[src/rtl/csr_pkg.sv]
// Shared CSR addresses, interrupt codes and field encodings
// for the machine-mode CSR file.
package csr_pkg;

  localparam logic [11:0] CSR_MSTATUS       = 12'h300;
  localparam logic [11:0] CSR_MISA          = 12'h301;
  localparam logic [11:0] CSR_MIE           = 12'h304;
  localparam logic [11:0] CSR_MTVEC         = 12'h305;
  localparam logic [11:0] CSR_MCOUNTINHIBIT = 12'h320;
  localparam logic [11:0] CSR_MSCRATCH      = 12'h340;
  localparam logic [11:0] CSR_MEPC          = 12'h341;
  localparam logic [11:0] CSR_MCAUSE        = 12'h342;
  localparam logic [11:0] CSR_MTVAL         = 12'h343;
  localparam logic [11:0] CSR_MIP           = 12'h344;
  localparam logic [11:0] CSR_MCYCLE        = 12'hB00;
  localparam logic [11:0] CSR_MINSTRET      = 12'hB02;
  localparam logic [11:0] CSR_MHPMCOUNTER3  = 12'hB03;
  localparam logic [11:0] CSR_MCYCLEH       = 12'hB80;
  localparam logic [11:0] CSR_MINSTRETH     = 12'hB82;
  localparam logic [11:0] CSR_CYCLE         = 12'hC00;
  localparam logic [11:0] CSR_INSTRET       = 12'hC02;
  localparam logic [11:0] CSR_HPMCOUNTER3   = 12'hC03;
  localparam logic [11:0] CSR_CYCLEH        = 12'hC80;
  localparam logic [11:0] CSR_INSTRETH      = 12'hC82;
  localparam logic [11:0] CSR_MVENDORID     = 12'hF11;
  localparam logic [11:0] CSR_MARCHID       = 12'hF12;
  localparam logic [11:0] CSR_MIMPID        = 12'hF13;
  localparam logic [11:0] CSR_MHARTID       = 12'hF14;

  localparam logic [31:0] MISA_VALUE = 32'h4000_0100;

  localparam logic [3:0] IRQ_MSI = 4'd3;
  localparam logic [3:0] IRQ_MTI = 4'd7;
  localparam logic [3:0] IRQ_MEI = 4'd11;

  localparam int MSTATUS_MIE  = 3;
  localparam int MSTATUS_MPIE = 7;

  typedef enum logic [1:0] {
    DIRECT   = 2'b00,
    VECTORED = 2'b01
  } mtvec_mode_e;

endpackage

[src/rtl/csr_counter.sv]
// One configurable-width counter with split 32-bit halves;
// a write to either half wins over the increment.
module csr_counter #(
  parameter int COUNTER_WIDTH = 64
) (
  input  logic                     clk,
  input  logic                     reset,
  input  logic                     inc,
  input  logic                     inhibit,
  input  logic                     wr_lo,
  input  logic                     wr_hi,
  input  logic [31:0]              data,
  output logic [COUNTER_WIDTH-1:0] count
);
  import csr_pkg::*;

  localparam logic [COUNTER_WIDTH-1:0] ONE = 1;

  logic [COUNTER_WIDTH-1:0] cnt_q, cnt_d;

  always_comb begin
    cnt_d = cnt_q;
    if (wr_lo) begin
      cnt_d[31:0] = data;
    end else if (wr_hi) begin
      cnt_d[COUNTER_WIDTH-1:32] = data[COUNTER_WIDTH-33:0];
    end else if (inc && !inhibit) begin
      cnt_d = cnt_q + ONE;
    end
  end

  always_ff @(posedge clk or posedge reset) begin
    if (reset) cnt_q <= '0;
    else       cnt_q <= cnt_d;
  end

  assign count = cnt_q;

endmodule

[src/rtl/csr_file.sv]
// Machine-mode CSR file: counters, trap state, mtvec and
// registered interrupt arbitration.
module csr_file #(
  parameter int          HPM_COUNTERS  = 4,
  parameter int          COUNTER_WIDTH = 64,
  parameter bit          VECTORED      = 1'b1,
  parameter logic [31:0] MTVEC_RESET   = 32'h0
) (
  input  logic                    clk,
  input  logic                    reset,
  input  logic [11:0]             read_address,
  output logic [31:0]             read_data,
  output logic                    readable,
  output logic                    writeable,
  input  logic                    write_enable,
  input  logic [11:0]             write_address,
  input  logic [31:0]             write_data,
  input  logic                    retired,
  input  logic                    traped,
  input  logic                    mret,
  input  logic [31:0]             ecp,
  input  logic [3:0]              trap_cause,
  input  logic                    interupt,
  input  logic [31:0]             trap_value,
  input  logic                    irq_external,
  input  logic                    irq_timer,
  input  logic                    irq_software,
  input  logic [HPM_COUNTERS-1:0] hpm_event,
  output logic                    interrupt_pending,
  output logic [3:0]              interrupt_cause,
  output logic [31:0]             trap_vector,
  output logic [31:0]             mret_vector
);
  import csr_pkg::*;

  localparam logic [31:0] INH_MASK =
    32'h5 | (32'((64'h1 << HPM_COUNTERS) - 64'h1) << 3);

  logic        mst_mie_q, mst_mie_d;
  logic        mst_mpie_q, mst_mpie_d;
  logic [2:0]  mie_q, mie_d;
  logic [2:0]  mip_q, mip_d;
  logic [31:0] inhibit_q, inhibit_d;
  logic [31:0] mscratch_q, mscratch_d;
  logic [31:0] mepc_q, mepc_d;
  logic [31:0] mcause_q, mcause_d;
  logic [31:0] mtval_q, mtval_d;
  logic [29:0] tvec_base_q, tvec_base_d;
  mtvec_mode_e tvec_mode_q, tvec_mode_d;
  logic        irq_pend_q, irq_pend_d;
  logic [3:0]  irq_cause_q, irq_cause_d;
  logic [2:0]  pend;
  logic [31:0] mepc_rd;

  logic [COUNTER_WIDTH-1:0] cnt [32];
  logic                     cnt_wr;

  // Counter CSRs share a 32-slot index space: 0=cycle, 2=instret, 3+=hpm
  assign cnt_wr = write_enable
               && write_address[11:8] == 4'hB
               && write_address[6:5] == 2'b00;

  for (genvar g = 0; g < 32; g++) begin : g_cnt
    if (g == 0 || g == 2 || (g >= 3 && g < 3 + HPM_COUNTERS)) begin : g_on
      logic inc;
      if (g == 0) begin : g_cy
        assign inc = 1'b1;
      end else if (g == 2) begin : g_ir
        assign inc = retired;
      end else begin : g_hpm
        assign inc = hpm_event[g-3];
      end
      csr_counter #(
        .COUNTER_WIDTH(COUNTER_WIDTH)
      ) u_cnt (
        .clk    (clk),
        .reset  (reset),
        .inc    (inc),
        .inhibit(inhibit_q[g]),
        .wr_lo  (cnt_wr && !write_address[7]
                 && write_address[4:0] == 5'(g)),
        .wr_hi  (cnt_wr && write_address[7]
                 && write_address[4:0] == 5'(g)),
        .data   (write_data),
        .count  (cnt[g])
      );
    end else begin : g_off
      assign cnt[g] = '0;
    end
  end

  assign mepc_rd = mepc_q & 32'hFFFF_FFFC;

  always_comb begin
    mst_mie_d   = mst_mie_q;
    mst_mpie_d  = mst_mpie_q;
    mie_d       = mie_q;
    mip_d       = {irq_external, irq_timer, irq_software};
    inhibit_d   = inhibit_q;
    mscratch_d  = mscratch_q;
    mepc_d      = mepc_q;
    mcause_d    = mcause_q;
    mtval_d     = mtval_q;
    tvec_base_d = tvec_base_q;
    tvec_mode_d = tvec_mode_q;
    if (traped) begin
      mst_mpie_d = mst_mie_q;
      mst_mie_d  = 1'b0;
      mepc_d     = ecp;
      mcause_d   = {interupt, 27'b0, trap_cause};
      mtval_d    = trap_value;
    end else if (mret) begin
      mst_mie_d  = mst_mpie_q;
      mst_mpie_d = 1'b1;
    end
    // CSR writes come last so they override trap/mret effects
    if (write_enable) begin
      case (write_address)
        CSR_MSTATUS: begin
          mst_mie_d  = write_data[MSTATUS_MIE];
          mst_mpie_d = write_data[MSTATUS_MPIE];
        end
        CSR_MIE: mie_d = {write_data[IRQ_MEI],
                          write_data[IRQ_MTI],
                          write_data[IRQ_MSI]};
        CSR_MTVEC: begin
          tvec_base_d = write_data[31:2];
          tvec_mode_d = (VECTORED && write_data[1:0] == 2'b01)
                      ? csr_pkg::VECTORED : DIRECT;
        end
        CSR_MCOUNTINHIBIT: inhibit_d = write_data & INH_MASK;
        CSR_MSCRATCH: mscratch_d = write_data;
        CSR_MEPC:     mepc_d     = write_data;
        CSR_MCAUSE:   mcause_d   = write_data;
        CSR_MTVAL:    mtval_d    = write_data;
        default: ;
      endcase
    end
  end

  // pend bits: [2]=MEI [1]=MTI [0]=MSI
  assign pend = mie_q & mip_q & {3{mst_mie_q}};

  always_comb begin
    irq_pend_d  = |pend;
    irq_cause_d = irq_cause_q;
    if (pend[2])      irq_cause_d = IRQ_MEI;
    else if (pend[0]) irq_cause_d = IRQ_MSI;
    else if (pend[1]) irq_cause_d = IRQ_MTI;
  end

  always_ff @(posedge clk or posedge reset) begin
    if (reset) begin
      mst_mie_q   <= 1'b0;
      mst_mpie_q  <= 1'b0;
      mie_q       <= '0;
      mip_q       <= '0;
      inhibit_q   <= '0;
      mscratch_q  <= '0;
      mepc_q      <= '0;
      mcause_q    <= '0;
      mtval_q     <= '0;
      tvec_base_q <= MTVEC_RESET[31:2];
      tvec_mode_q <= DIRECT;
      irq_pend_q  <= 1'b0;
      irq_cause_q <= '0;
    end else begin
      mst_mie_q   <= mst_mie_d;
      mst_mpie_q  <= mst_mpie_d;
      mie_q       <= mie_d;
      mip_q       <= mip_d;
      inhibit_q   <= inhibit_d;
      mscratch_q  <= mscratch_d;
      mepc_q      <= mepc_d;
      mcause_q    <= mcause_d;
      mtval_q     <= mtval_d;
      tvec_base_q <= tvec_base_d;
      tvec_mode_q <= tvec_mode_d;
      irq_pend_q  <= irq_pend_d;
      irq_cause_q <= irq_cause_d;
    end
  end

  logic        is_cnt;
  logic [63:0] cnt_sel;

  assign is_cnt = (read_address[11:8] == 4'hB
                || read_address[11:8] == 4'hC)
               && read_address[6:5] == 2'b00
               && read_address[4:0] != 5'd1;
  assign cnt_sel = 64'(cnt[read_address[4:0]]);

  always_comb begin
    read_data = '0;
    readable  = 1'b1;
    writeable = 1'b1;
    unique case (1'b1)
      read_address == CSR_MSTATUS: begin
        read_data               = 32'h0000_1800;
        read_data[MSTATUS_MIE]  = mst_mie_q;
        read_data[MSTATUS_MPIE] = mst_mpie_q;
      end
      read_address == CSR_MISA: read_data = MISA_VALUE;
      read_address == CSR_MIE: begin
        read_data[IRQ_MEI] = mie_q[2];
        read_data[IRQ_MTI] = mie_q[1];
        read_data[IRQ_MSI] = mie_q[0];
      end
      read_address == CSR_MIP: begin
        read_data[IRQ_MEI] = mip_q[2];
        read_data[IRQ_MTI] = mip_q[1];
        read_data[IRQ_MSI] = mip_q[0];
      end
      read_address == CSR_MTVEC:
        read_data = {tvec_base_q, tvec_mode_q};
      read_address == CSR_MCOUNTINHIBIT: read_data = inhibit_q;
      read_address == CSR_MSCRATCH: read_data = mscratch_q;
      read_address == CSR_MEPC:     read_data = mepc_rd;
      read_address == CSR_MCAUSE:   read_data = mcause_q;
      read_address == CSR_MTVAL:    read_data = mtval_q;
      read_address inside {CSR_MVENDORID, CSR_MARCHID,
                           CSR_MIMPID, CSR_MHARTID}:
        writeable = 1'b0;
      is_cnt: begin
        read_data = read_address[7] ? cnt_sel[63:32]
                                    : cnt_sel[31:0];
        writeable = read_address[11:8] == 4'hB;
      end
      default: begin
        readable  = 1'b0;
        writeable = 1'b0;
      end
    endcase
  end

  assign interrupt_pending = irq_pend_q;
  assign interrupt_cause   = irq_cause_q;
  assign mret_vector       = mepc_rd;
  assign trap_vector = {tvec_base_q, 2'b00}
    + ((tvec_mode_q == csr_pkg::VECTORED && irq_pend_q)
       ? {26'b0, irq_cause_q, 2'b00} : 32'h0);

endmodule

[config.mk]
export PLATFORM = sky130hd
export DESIGN_NAME = csr_file
export DESIGN_NICKNAME = d
export VERILOG_FILES = /design/src/rtl/csr_pkg.sv /design/src/rtl/csr_counter.sv /design/src/rtl/csr_file.sv
export SDC_FILE = /design/constraint.sdc
export NUM_CORES = 2
export LEC_CHECK = 0
export ABC_CLOCK_PERIOD_IN_PS = 27000
export CAP_MARGIN = 25
export CELL_PAD_IN_SITES_DETAIL_PLACEMENT = 1
export CELL_PAD_IN_SITES_GLOBAL_PLACEMENT = 2
export CORE_ASPECT_RATIO = 0.6
export CORE_MARGIN = 2
export CORE_UTILIZATION = 41
export CTS_BUF_LIST = sky130_fd_sc_hd__clkbuf_4 sky130_fd_sc_hd__clkbuf_8
export DETAILED_ROUTE_END_ITERATION = 12
export PLACE_DENSITY_LB_ADDON = 0.1
export SETUP_SLACK_MARGIN = 0.02
export SLEW_MARGIN = 20
export SYNTH_ARGS = -nofsm -noshare
export SYNTH_HDL_FRONTEND = slang
export SYNTH_SLANG_ARGS = --single-unit
[constraint.sdc]
create_clock -name clk -period 27 [get_ports clk]
set_input_delay 4.05 -clock clk [delete_from_list [all_inputs] [get_ports clk]]
set_output_delay 4.05 -clock clk [all_outputs]
set_load 0.005 [all_outputs]
==> metrics.txt <==
status finished, final reports clean; worst hold margin about 510 ps; Die H about 240 µm; GR Layer Usage met2 about 53%; Worst-Margin Slew around 1300 ps; ys flop type dfrtp_1; nets@finish slightly below 5000; wire per inst 35.6 µm; reg2reg start g_cnt[5].g_on.u_cnt.count[0]; hold-critical path depth 1; via count roughly 43000; detailed-route wire length ~210000 µm; layout cells sized above 1 a little under an eighth; GR Util met1 66.2%; Post-synth EDFFs 0; Via density just over 7; initial antenna violation count 17; Resized cells post-CTS 0; Crit path max-delay family simple AND/OR/NAND/NOR gates; post-synth cell types 91; fill cell count approximately 11000; Max clock buf depth 3; Root Driver clkbuf_8; Final setup viols 0; worst path buffer plus inverter count 4; Synth area leader dfrtp_1; DR iter-0 viols 6797; crit path launch type primary input; CTS tree yes; Layout area overhead 14.9%; register bit total from synthesis about 560; Final WS setup between 10000 and 15000 ps; # IOs 241; Initial Util around two fifths; worst hold path type reg -> reg; CTS buffer count 97; RSZ-0062 raised after global routing false; drt first pass iters 10; Crit Path Class in -> out; crit path launch read_address[2]; Pleak approximately 17 nW; Crit-path slowest cell or4_1; Final min period approximately 12000 ps; register area share after synthesis 37.0%; Worst Path Max Fanout 50; Post-Syn Area about 0.038 mm²; pin count of the biggest net entering global routing 132; number of routed nets with antenna violations 0; max-cap violation count 0; Worst VDD drop ~0.039 mV; yosys warns 0; Max Freq ~81 MHz; Residual DRC 0; most common cell after layout, fill and taps aside dfrtp_1; M3 GR Usage a little under a fifth; r2r worst-path depth 7; vias in the first global route between 30000 and 40000; setup bufs post-CTS 0; Cell Chain, Critical Path buf_2, buf_4, buf_4, or2_2, nor2_1, or4_1, or4_1, nand3_1, clkdlybuf4s50_1; max-slew violations 0; synthesized instance count between 4000 and 5000; final hold vios 0; hold_sp mscratch_q[13]; worst skew pair latency about 830 ps; WP depth 9; area of the die about 0.095 mm²; H-tree Lvls 3; crit share post-route 45.9%; commonest cells after routing, fill and taps aside 559 x dfrtp_1, 518 x nand2_1, 377 x a21oi_1, 336 x o21ai_0, 305 x nor2_1; cts hold-fix bufs 0; P per Cell Area roughly 52 mW/mm²; crit path capture type primary output; relative slew slack approximately 13%; Worst EP arrival around 8400 ps; Die X 396 µm; floorplan core area ~0.092 mm²; Post-Syn Area per Cell 8.21 µm²; site row count 86; Reg clk slew, reported paths about 60 ps; TNS Setup 0 ps; CTS sink count 559; post-synth top area share a little under two fifths; RD Place Congestion roughly 1.1; slowest stage delay, CP about 850 ps; Most Crowded Layer GR met1; gr usage total a little over two fifths; Setup Slack @ Placement 14840 ps; Port Buffers approximately 230; Critical Path RT around 23000 ps; first-pass GRT wire length 299000 µm; Post-DP HPWL 152000 µm; top post-synthesis cells by area dfrtp_1 37%, nand2_1 5.1%, a21oi_1 5.0%; total grt overflow 0; Synth async-reset ratio 100%; clk_skew ~57 ps
==> path summary, 6_finish.rpt <==
| check | to | slack (ps) |
|---|---|---|
| max | read_data[16] | 14600 |
| min | mscratch_q[13] | 510 |
| max reg2reg | g_cnt[5].g_on.u_cnt.count[56] | 23420 |
| min reg2reg | mscratch_q[13] | 510 |
| max in group asynchronous | interrupt_pending | 21070 |
| min in group asynchronous | g_cnt[4].g_on.u_cnt.count[56] | 3770 |
==> stage by stage <==
stage          total power, W  instance area [µm²]  utilization [%]  std cells
5_1_grt               0.00232                43500             47.5       5979
2_1_floorplan         0.00115                37800                -       4610
3_5_place_dp          0.00134                41300             45.1       5807
6_report              0.00226                43500             47.5       5984
3_3_place_gp          0.00133                41200             45.0       5801
4_1_cts               0.00224                43400             47.4       5974
==> where the power goes <==
part	total, W	leakage (nW)	switching (W)	internal [W]
Combinational	0.000365	8.96	0.000246	0.000119
Sequential	0.000986	6.85	0.0000957	0.000890
Clock	0.000912	1.12	0.000427	0.000485
==> registers in the layout, indices dropped and copies added (netlist names) <==
name	count
g_cnt.g_on.u_cnt.count	384
inhibit_q	6
interrupt_cause	3
interrupt_pending	1
mcause_q	32
mepc_q	30
mie_q	3
mip_q	3
mscratch_q	32
mst_mie_q	1
mst_mpie_q	1
mtval_q	32
tvec_base_q	30
tvec_mode_q	1
==> cell usage after synthesis (38+ instances only) <==
library cell,instances
o21ai_0,339
inv_1,56
xnor2_1,40
a21oi_1,380
nor4_1,68
a22oi_1,110
o22ai_1,96
nand4_1,154
nand3_1,295
clkbuf_1,309
nor3_1,117
mux2_2,128
a221oi_1,44
and4_1,42
nand2b_1,49
dfrtp_1,559
a31oi_1,44
nand2_1,518
o211ai_1,60
buf_2,38
and3_1,77
nor2_1,318
mux2i_1,158
==> metal layers <==
layer  share of wire [%]  vias up  wire length [µm]
met1                  44    21731             92900
li1                    -    17590                 -
met4                 3.9        8              8340
met5               0.023        -                49
met2                  36     2985             77100
met3                  16      420             34800
==> cell families after synthesis <==
| logic type | after synthesis | share of synthesized area, % |
|---|---|---|
| multiplexers | 286 | 7.99 |
| XOR/XNOR | 63 | 1.46 |
| adder cells (fa/ha/maj) | 11 | 0.384 |
| other | 1 | 0.00992 |
| flip-flops | 559 | 37.0 |
| buffers and inverters | 450 | 4.68 |
| AO/OA/AOI/OAI | 1400 | 23.8 |
| AND/OR/NAND/NOR | 1837 | 24.7 |
==> layout make-up <==
cell class                 count  area, µm²  area share (%)
clock buffer                 146       1890            4.35
antenna                        7       17.5          0.0403
tap                         1232       1540            3.55
inverter                      56        218           0.501
multi-input combinational   3601      22300            51.2
sequential                   559      14000            32.2
timing repair buffer         362       3300            7.59
clock inverter                21        248           0.570
(Power assumes the default switching activity.)
